<file path="config.mk">
export PLATFORM = sky130hd
export DESIGN_NAME = data_mem_ctrl
export DESIGN_NICKNAME = d
export VERILOG_FILES = /design/src/rtl/data_mem_pkg.sv /design/src/rtl/data_mem_ctrl_load_extract.sv /design/src/rtl/data_mem_ctrl.sv
export SDC_FILE = /design/constraint.sdc
export NUM_CORES = 1
export LEC_CHECK = 0
export CORE_UTILIZATION = 40
export CTS_BUF_LIST = sky130_fd_sc_hd__clkbuf_8
export DETAILED_ROUTE_END_ITERATION = 6
export GPL_TIMING_DRIVEN = 1
export PLACE_DENSITY = 0.77
export SLEW_MARGIN = 20
export SYNTH_ARGS = -nofsm -noshare
export SYNTH_HDL_FRONTEND = slang
export SYNTH_SLANG_ARGS = --single-unit
</file>
<file path="constraint.sdc">
create_clock -name clock -period 1.8 [get_ports clock]
set_input_delay 0.36 -clock clock [delete_from_list [all_inputs] [get_ports clock]]
set_output_delay 0.36 -clock clock [all_outputs]
set_load 0.02 [all_outputs]
</file>
<file path="src/rtl/data_mem_pkg.sv">
// rtl/data_mem_pkg.sv - shared constants, state type and access helpers for data_mem_ctrl
//
// Purpose : RV32I width codes, controller state encoding, byte-enable patterns
//           and the pure functions that classify and shape a memory access.
// Ports   : none (package)
package data_mem_pkg;

  // RV32I funct3 width codes
  localparam logic [2:0] F3_B  = 3'b000;
  localparam logic [2:0] F3_H  = 3'b001;
  localparam logic [2:0] F3_W  = 3'b010;
  localparam logic [2:0] F3_BU = 3'b100;
  localparam logic [2:0] F3_HU = 3'b101;

  typedef enum logic [1:0] {
    IDLE  = 2'd0,
    ISSUE = 2'd1,
    WAIT  = 2'd2,
    RESP  = 2'd3
  } state_e;

  // Byte-enable patterns before lane shifting
  localparam logic [3:0] BE_BYTE = 4'b0001;
  localparam logic [3:0] BE_HALF = 4'b0011;
  localparam logic [3:0] BE_WORD = 4'b1111;

  // hi_nz: any address bit above the RAM's byte space is set
  function automatic logic access_err(input logic       we,
                                      input logic [2:0] f3,
                                      input logic [1:0] off,
                                      input logic       hi_nz);
    logic e;
    e = hi_nz;
    case (f3)
      F3_B, F3_BU: e = e;
      F3_H, F3_HU: e = e | off[0];
      F3_W:        e = e | (off != 2'b00);
      default:     e = 1'b1;
    endcase
    // unsigned widths have no store form
    if (we && (f3 != F3_B) && (f3 != F3_H) && (f3 != F3_W)) begin
      e = 1'b1;
    end
    return e;
  endfunction

  function automatic logic [3:0] store_be(input logic [2:0] f3, input logic [1:0] off);
    logic [3:0] be;
    case (f3)
      F3_B:    be = BE_BYTE << off;
      F3_H:    be = BE_HALF << off;
      default: be = BE_WORD;
    endcase
    return be;
  endfunction

  // Replicate the store data across lanes so byteena alone picks the target bytes
  function automatic logic [31:0] store_data(input logic [2:0] f3, input logic [31:0] wdata);
    logic [31:0] d;
    case (f3)
      F3_B:    d = {4{wdata[7:0]}};
      F3_H:    d = {2{wdata[15:0]}};
      default: d = wdata;
    endcase
    return d;
  endfunction

endpackage

</file>
<file path="src/rtl/data_mem_ctrl_load_extract.sv">
// rtl/data_mem_ctrl_load_extract.sv - lane select and sign/zero extension of RAM read data
//
// Purpose : pick the addressed byte/halfword out of a RAM word and extend it.
// Ports   : mem_q  in  32  raw RAM word
//           addr   in  2   byte offset within the word
//           funct3 in  3   RV32I width code
//           data   out 32  extended load result
module load_extract
  import data_mem_pkg::*;
(
  input  logic [31:0] mem_q,
  input  logic [1:0]  addr,
  input  logic [2:0]  funct3,
  output logic [31:0] data
);

  logic [7:0]  byte_sel;
  logic [15:0] half_sel;

  always_comb begin
    case (addr)
      2'd0:    byte_sel = mem_q[7:0];
      2'd1:    byte_sel = mem_q[15:8];
      2'd2:    byte_sel = mem_q[23:16];
      default: byte_sel = mem_q[31:24];
    endcase
    // halfwords are 2-aligned, so only addr[1] matters
    half_sel = addr[1] ? mem_q[31:16] : mem_q[15:0];
  end

  always_comb begin
    case (funct3)
      F3_B:    data = {{24{byte_sel[7]}}, byte_sel};
      F3_BU:   data = {24'h000000, byte_sel};
      F3_H:    data = {{16{half_sel[15]}}, half_sel};
      F3_HU:   data = {16'h0000, half_sel};
      default: data = mem_q;
    endcase
  end

endmodule

</file>
<file path="src/rtl/data_mem_ctrl.sv">
// rtl/data_mem_ctrl.sv - load/store sequencer between RV32I memory stage and a 1-cycle sync RAM
//
// Purpose : accept one byte-addressed request, drive word address / byte enables /
//           replicated store data / write strobe, wait out RAM latency, and return
//           extended load data or a store acknowledgement; reject bad accesses.
// Ports   : clock, reset_n (async active-low)
//           req_valid/req_ready/req_we/req_funct3/req_addr/req_wdata  core request
//           rsp_valid/rsp_ready/rsp_rdata/rsp_err                     core response
//           mem_address/mem_byteena/mem_data/mem_wren/mem_q           RAM side
// Option  : DATA_MEM_CTRL_DBG_PORT_EN adds a word-only debug requester (dbg_*)
//           that wins arbitration over the core in IDLE.
module data_mem_ctrl
  import data_mem_pkg::*;
#(
  parameter int MEM_AW = 10
) (
  input  logic              clock,
  input  logic              reset_n,
  input  logic              req_valid,
  output logic              req_ready,
  input  logic              req_we,
  input  logic [2:0]        req_funct3,
  input  logic [31:0]       req_addr,
  input  logic [31:0]       req_wdata,
  output logic              rsp_valid,
  input  logic              rsp_ready,
  output logic [31:0]       rsp_rdata,
  output logic              rsp_err,
`ifdef DATA_MEM_CTRL_DBG_PORT_EN
  input  logic              dbg_req_valid,
  output logic              dbg_req_ready,
  input  logic              dbg_req_we,
  input  logic [31:0]       dbg_req_addr,
  input  logic [31:0]       dbg_req_wdata,
  output logic              dbg_rsp_valid,
  input  logic              dbg_rsp_ready,
  output logic [31:0]       dbg_rsp_rdata,
  output logic              dbg_rsp_err,
`endif
  output logic [MEM_AW-1:0] mem_address,
  output logic [3:0]        mem_byteena,
  output logic [31:0]       mem_data,
  output logic              mem_wren,
  input  logic [31:0]       mem_q
);

  state_e state_q, state_d;

  logic              we_q, we_d;
  logic [2:0]        f3_q, f3_d;
  logic [1:0]        off_q, off_d;
  logic [31:0]       rsp_rdata_q, rsp_rdata_d;
  logic              rsp_err_q, rsp_err_d;
  logic [MEM_AW-1:0] mem_address_q, mem_address_d;
  logic [3:0]        mem_byteena_q, mem_byteena_d;
  logic [31:0]       mem_data_q, mem_data_d;

  logic              sel_valid, sel_we;
  logic [2:0]        sel_f3;
  logic [31:0]       sel_addr, sel_wdata;
  logic              accept, acc_err, rsp_hs;
  logic [31:0]       ld_data;

`ifdef DATA_MEM_CTRL_DBG_PORT_EN
  logic gnt_dbg_q, gnt_dbg_d;
`endif

  // Request source selection; debug has fixed priority when present
  always_comb begin
    sel_valid = req_valid;
    sel_we    = req_we;
    sel_f3    = req_funct3;
    sel_addr  = req_addr;
    sel_wdata = req_wdata;
`ifdef DATA_MEM_CTRL_DBG_PORT_EN
    if (dbg_req_valid) begin
      sel_valid = 1'b1;
      sel_we    = dbg_req_we;
      sel_f3    = F3_W;
      sel_addr  = dbg_req_addr;
      sel_wdata = dbg_req_wdata;
    end
`endif
  end

  assign accept  = (state_q == IDLE) && sel_valid;
  assign acc_err = access_err(sel_we, sel_f3, sel_addr[1:0], |sel_addr[31:MEM_AW+2]);

`ifdef DATA_MEM_CTRL_DBG_PORT_EN
  assign rsp_hs = gnt_dbg_q ? dbg_rsp_ready : rsp_ready;
`else
  assign rsp_hs = rsp_ready;
`endif

  // State register
  always_ff @(posedge clock or negedge reset_n) begin
    if (!reset_n) begin
      state_q <= IDLE;
    end else begin
      state_q <= state_d;
    end
  end

  // Next-state logic
  always_comb begin
    state_d = state_q;
    case (state_q)
      IDLE:    if (accept) state_d = acc_err ? RESP : ISSUE;
      ISSUE:   state_d = we_q ? RESP : WAIT;
      WAIT:    state_d = RESP;
      RESP:    if (rsp_hs) state_d = IDLE;
      default: state_d = IDLE;
    endcase
  end

  // State-decoded outputs
  always_comb begin
    req_ready = (state_q == IDLE);
    rsp_valid = (state_q == RESP);
    // decoded from state so reset drops the strobe without waiting for a clock
    mem_wren  = (state_q == ISSUE) && we_q;
`ifdef DATA_MEM_CTRL_DBG_PORT_EN
    req_ready     = (state_q == IDLE) && !dbg_req_valid;
    dbg_req_ready = (state_q == IDLE);
    rsp_valid     = (state_q == RESP) && !gnt_dbg_q;
    dbg_rsp_valid = (state_q == RESP) && gnt_dbg_q;
`endif
  end

  load_extract u_load_extract (
    .mem_q  (mem_q),
    .addr   (off_q),
    .funct3 (f3_q),
    .data   (ld_data)
  );

  // Datapath: RAM-side registers are loaded at accept so they are already
  // valid during ISSUE, and otherwise hold their last values.
  always_comb begin
    we_d          = we_q;
    f3_d          = f3_q;
    off_d         = off_q;
    rsp_rdata_d   = rsp_rdata_q;
    rsp_err_d     = rsp_err_q;
    mem_address_d = mem_address_q;
    mem_byteena_d = mem_byteena_q;
    mem_data_d    = mem_data_q;
`ifdef DATA_MEM_CTRL_DBG_PORT_EN
    gnt_dbg_d     = gnt_dbg_q;
    if (accept) gnt_dbg_d = dbg_req_valid;
`endif
    if (accept) begin
      we_d        = sel_we;
      f3_d        = sel_f3;
      off_d       = sel_addr[1:0];
      rsp_err_d   = acc_err;
      rsp_rdata_d = 32'h0;
      if (!acc_err) begin
        mem_address_d = sel_addr[MEM_AW+1:2];
        mem_byteena_d = sel_we ? store_be(sel_f3, sel_addr[1:0]) : BE_WORD;
        if (sel_we) mem_data_d = store_data(sel_f3, sel_wdata);
      end
    end
    if (state_q == WAIT) rsp_rdata_d = ld_data;
  end

  always_ff @(posedge clock or negedge reset_n) begin
    if (!reset_n) begin
      we_q          <= 1'b0;
      f3_q          <= F3_W;
      off_q         <= 2'b00;
      rsp_rdata_q   <= 32'h0;
      rsp_err_q     <= 1'b0;
      mem_address_q <= '0;
      mem_byteena_q <= BE_WORD;
      mem_data_q    <= 32'h0;
`ifdef DATA_MEM_CTRL_DBG_PORT_EN
      gnt_dbg_q     <= 1'b0;
`endif
    end else begin
      we_q          <= we_d;
      f3_q          <= f3_d;
      off_q         <= off_d;
      rsp_rdata_q   <= rsp_rdata_d;
      rsp_err_q     <= rsp_err_d;
      mem_address_q <= mem_address_d;
      mem_byteena_q <= mem_byteena_d;
      mem_data_q    <= mem_data_d;
`ifdef DATA_MEM_CTRL_DBG_PORT_EN
      gnt_dbg_q     <= gnt_dbg_d;
`endif
    end
  end

  assign rsp_rdata   = rsp_rdata_q;
  assign rsp_err     = rsp_err_q;
  assign mem_address = mem_address_q;
  assign mem_byteena = mem_byteena_q;
  assign mem_data    = mem_data_q;
`ifdef DATA_MEM_CTRL_DBG_PORT_EN
  assign dbg_rsp_rdata = rsp_rdata_q;
  assign dbg_rsp_err   = rsp_err_q;
`endif

endmodule

</file>
==> results.toml <==
[clocking]
cts_tree = "built"
root_buffer = "clkbuf_8"
clock-sinks = 87
cts.htree.levels = 3
clock_latency_ns = 0.36
cts_made_buffers = 9
path_clk_slew_ns = 0.09
clockBufferDepth = 2

[yosys]
synth_top_family_by_area = "multiplexers"
synth_top_area_share_pct = 47.72
ys_top_cells_by_area = "dfrtp_1 48%, mux2_2 17%, a221o_1 3.7%, dfstp_2 3.1%, mux2i_1 3.0%"
yosys.area_share.adder_pct = 1.164
yosys-top-cells-count = "82 x dfrtp_1, 66 x mux2_2, 28 x nand2_1"
synth_seq_cells = 87
synthFlopType = "dfrtp_1"
netlist_area_um2 = 4300
synth_edf_count = 0
synth.most_common_cell = "dfrtp_1"
postSynthAreaPerCell_um2 = 11.72
yosys_warnings = 0
postSynthCellCount = 367
synth_xor_area_share_pct = 0
synth_compound_area_share_pct = 13.85
synth_mux_area_share_pct = 21.36
synth_nets = 475
synth_cell_types = 41
yosys.area.top_type = "dfrtp_1"
async_flop_share_pct = 100.0
ys_seq_area_share_pct = 50.77
yosys.area_share.simple_pct = 9.281

[routing]
routed_via_density = 5.399
drt_iter0_markers = 169
wire_per_inst_um = 18.61
route.detailed.drc = 0
dr.pass1.iters = 4
num_vias = 3914
drt.antenna.violating_nets = 0
wl_um = 13490

[placed_design]
place_area_um2 = 6560
hpwl_um = 9038
io_buffers = 185
globalplace.congestion = 0.8115

[run_status]
status = "finished, violations left"
violations = "setup timing"

[power_and_ir_drop]
internal_power_mw = 5.159
combPwrFrac_pct = 45.6
ir_drop_v = 0.0006531
p_total_mw = 8.074
p_sw_mw = 2.915
p_seq_share_pct = 33.6
p_leak_nw = 3.182
clock_power_share_pct = 20.7
powerDensity_nw_per_um2 = 1129
p_sw_share_pct = 36.11

[critical_path]
r2r-start = "state_q[0]"
crit_fanout = 8
r2r_slack_ns = 0.03
required_ns = 2.05
start_kind = "primary input"
startpoint = "req_addr[25]"
worst-setup-path-type = "in2reg"
arrival_ns = 2.05
worstSetupEndpointType = "flip-flop"

[timing]
worst_slack_ns = -0.0004268
final.min_clock_period_ns = 1.800
final.setup.tns_ns = -0.0004268
worst_pin_slew_ns = 0.4754
rsz0062_at_grt = "yes"
hold_violations = 0
finalSetupViolations = 1
fmax_mhz = 555.4
finalClockSkew_ns = 0.005775
finalCritPeriodShare_pct = 100.0
slew_violations = 0
maxSlewHeadroom_pct = 68.31

[final_layout]
final_nets = 690
final_cell_area_um2 = 7148
drive_gt1_share_pct = 26.75
fillers = 772
regArea_um2 = 2185
area_growth_pct = 66.22
final_util_pct = 68.93
multiInputGateArea_um2 = 2201

[run]
maxCapViolCount = 0

[global_routing]
grt_first_pass_wirelength_um = 21090
grt_usage_pct = 24.52
overflow = 0
grt_max_degree = 88
grt_pass1_vias = 4154
antenna_found_initial = 2

[floorplanning]
core_area_um2 = 10370
rows = 37
die_x_um = 105.7
die-area_um2 = 11170
chipHeight_um = 105.7
start_util_pct = 41.47
io_pins = 186

[worst_hold_path]
hold_path_class = "in2async"
-- registers in the layout, indices dropped and copies added, names as in the netlist --
name	flops
f3_q	3
mem_address	10
mem_byteena	4
mem_data	32
off_q	2
rsp_err	1
rsp_rdata	32
state_q	2
we_q	1
-- area by class of cell --
cell class	count	area share [%]
Antenna cell	2	0.07002
Clock buffer	10	1.925
Clock inverter	6	1.523
Inverter	6	0.3151
Multi-Input combinational cell	248	30.79
Sequential cell	87	30.56
Tap cell	136	2.381
Timing Repair Buffer	230	32.43
-- power groups by stage --
stage | logic, mW | registers (mW) | clock network, mW
6_report | 3.69 | 2.72 | 1.67
5_1_grt | 3.96 | 2.78 | 1.79
4_1_cts | 3.65 | 2.71 | 1.71
3_5_place_dp | 3.64 | 2.75 | 0
3_3_place_gp | 3.56 | 2.74 | 0
2_1_floorplan | 1.81 | 3.00 | 0
-- per-layer routing --
| layer | global-route usage, % | up-vias | part of all wire, % |
|---|---|---|---|
| met5 | 0 | - | 0 |
| met2 | 40.76 | 184 | 49 |
| met3 | 8.101 | 27 | 9.0 |
| li1 | - | 1783 | - |
| met4 | 9.821 | 0 | 2.1 |
| met1 | 29.20 | 1920 | 40 |
-- repair_timing --
action / 4_1_cts / 5_1_grt
pin swaps: 12 / 5
cloned: 4 / 0
setup buffers: 10 / 3
hold buffers: 0 / 0
gates resized for setup: 83 / 20
setup endpoints to repair: 49 / 53
-- worst paths after layout --
check,endpoint,cells after the start
min in group clock,rsp_rdata[10],2
worst min-delay path,rsp_rdata[22],2
worst max register to register,mem_address[1],8
worst max-delay path,mem_address[1],9
max in group asynchronous,mem_byteena[0],2
worst min register to register,rsp_rdata[10],2
-- critical path, stage by stage --
cell and delay [ns]:
dlygate4sd2_1 0.26, nor4_2 0.31, nand4_1 0.16, buf_6 0.15, buf_6 0.11, nor3_4 0.12, buf_4 0.15, buf_12 0.13
mux2_4 0.30
-- cells by family after synthesis --
group | after synthesis
DFF | 87
AOI/OAI and AO/OA | 84
muxes | 82
and+or+nand+nor | 78
buffers and inverters | 32
adders and majority gates | 4
-- placed cells by master, fill, tap and decap left out, drive strengths merged, types with 6 or more instances in the layout --
cell             n
dfrtp           82
nand2           28
clkbuf          11
o221ai           8
and2             6
inv              7
clkdlybuf4s50  148
a21oi           16
mux2i           13
nor2            17
o21ai           22
dlygate4sd2     23
a221o           16
mux2            68
buf             47
clkdlybuf4s15    7
-- per-stage QoR --
step           hold WS, ns  worst slack (ns)  cells
2_1_floorplan      0.06441          -0.01947    367
3_3_place_gp        0.4366           -0.4848    693
3_5_place_dp        0.4382           -0.5142    693
4_1_cts            0.04778          -0.01704    723
5_1_grt            0.03343          -0.05931    724
6_report           0.01569        -0.0004268    725
Power figures use the tool's default switching activity.
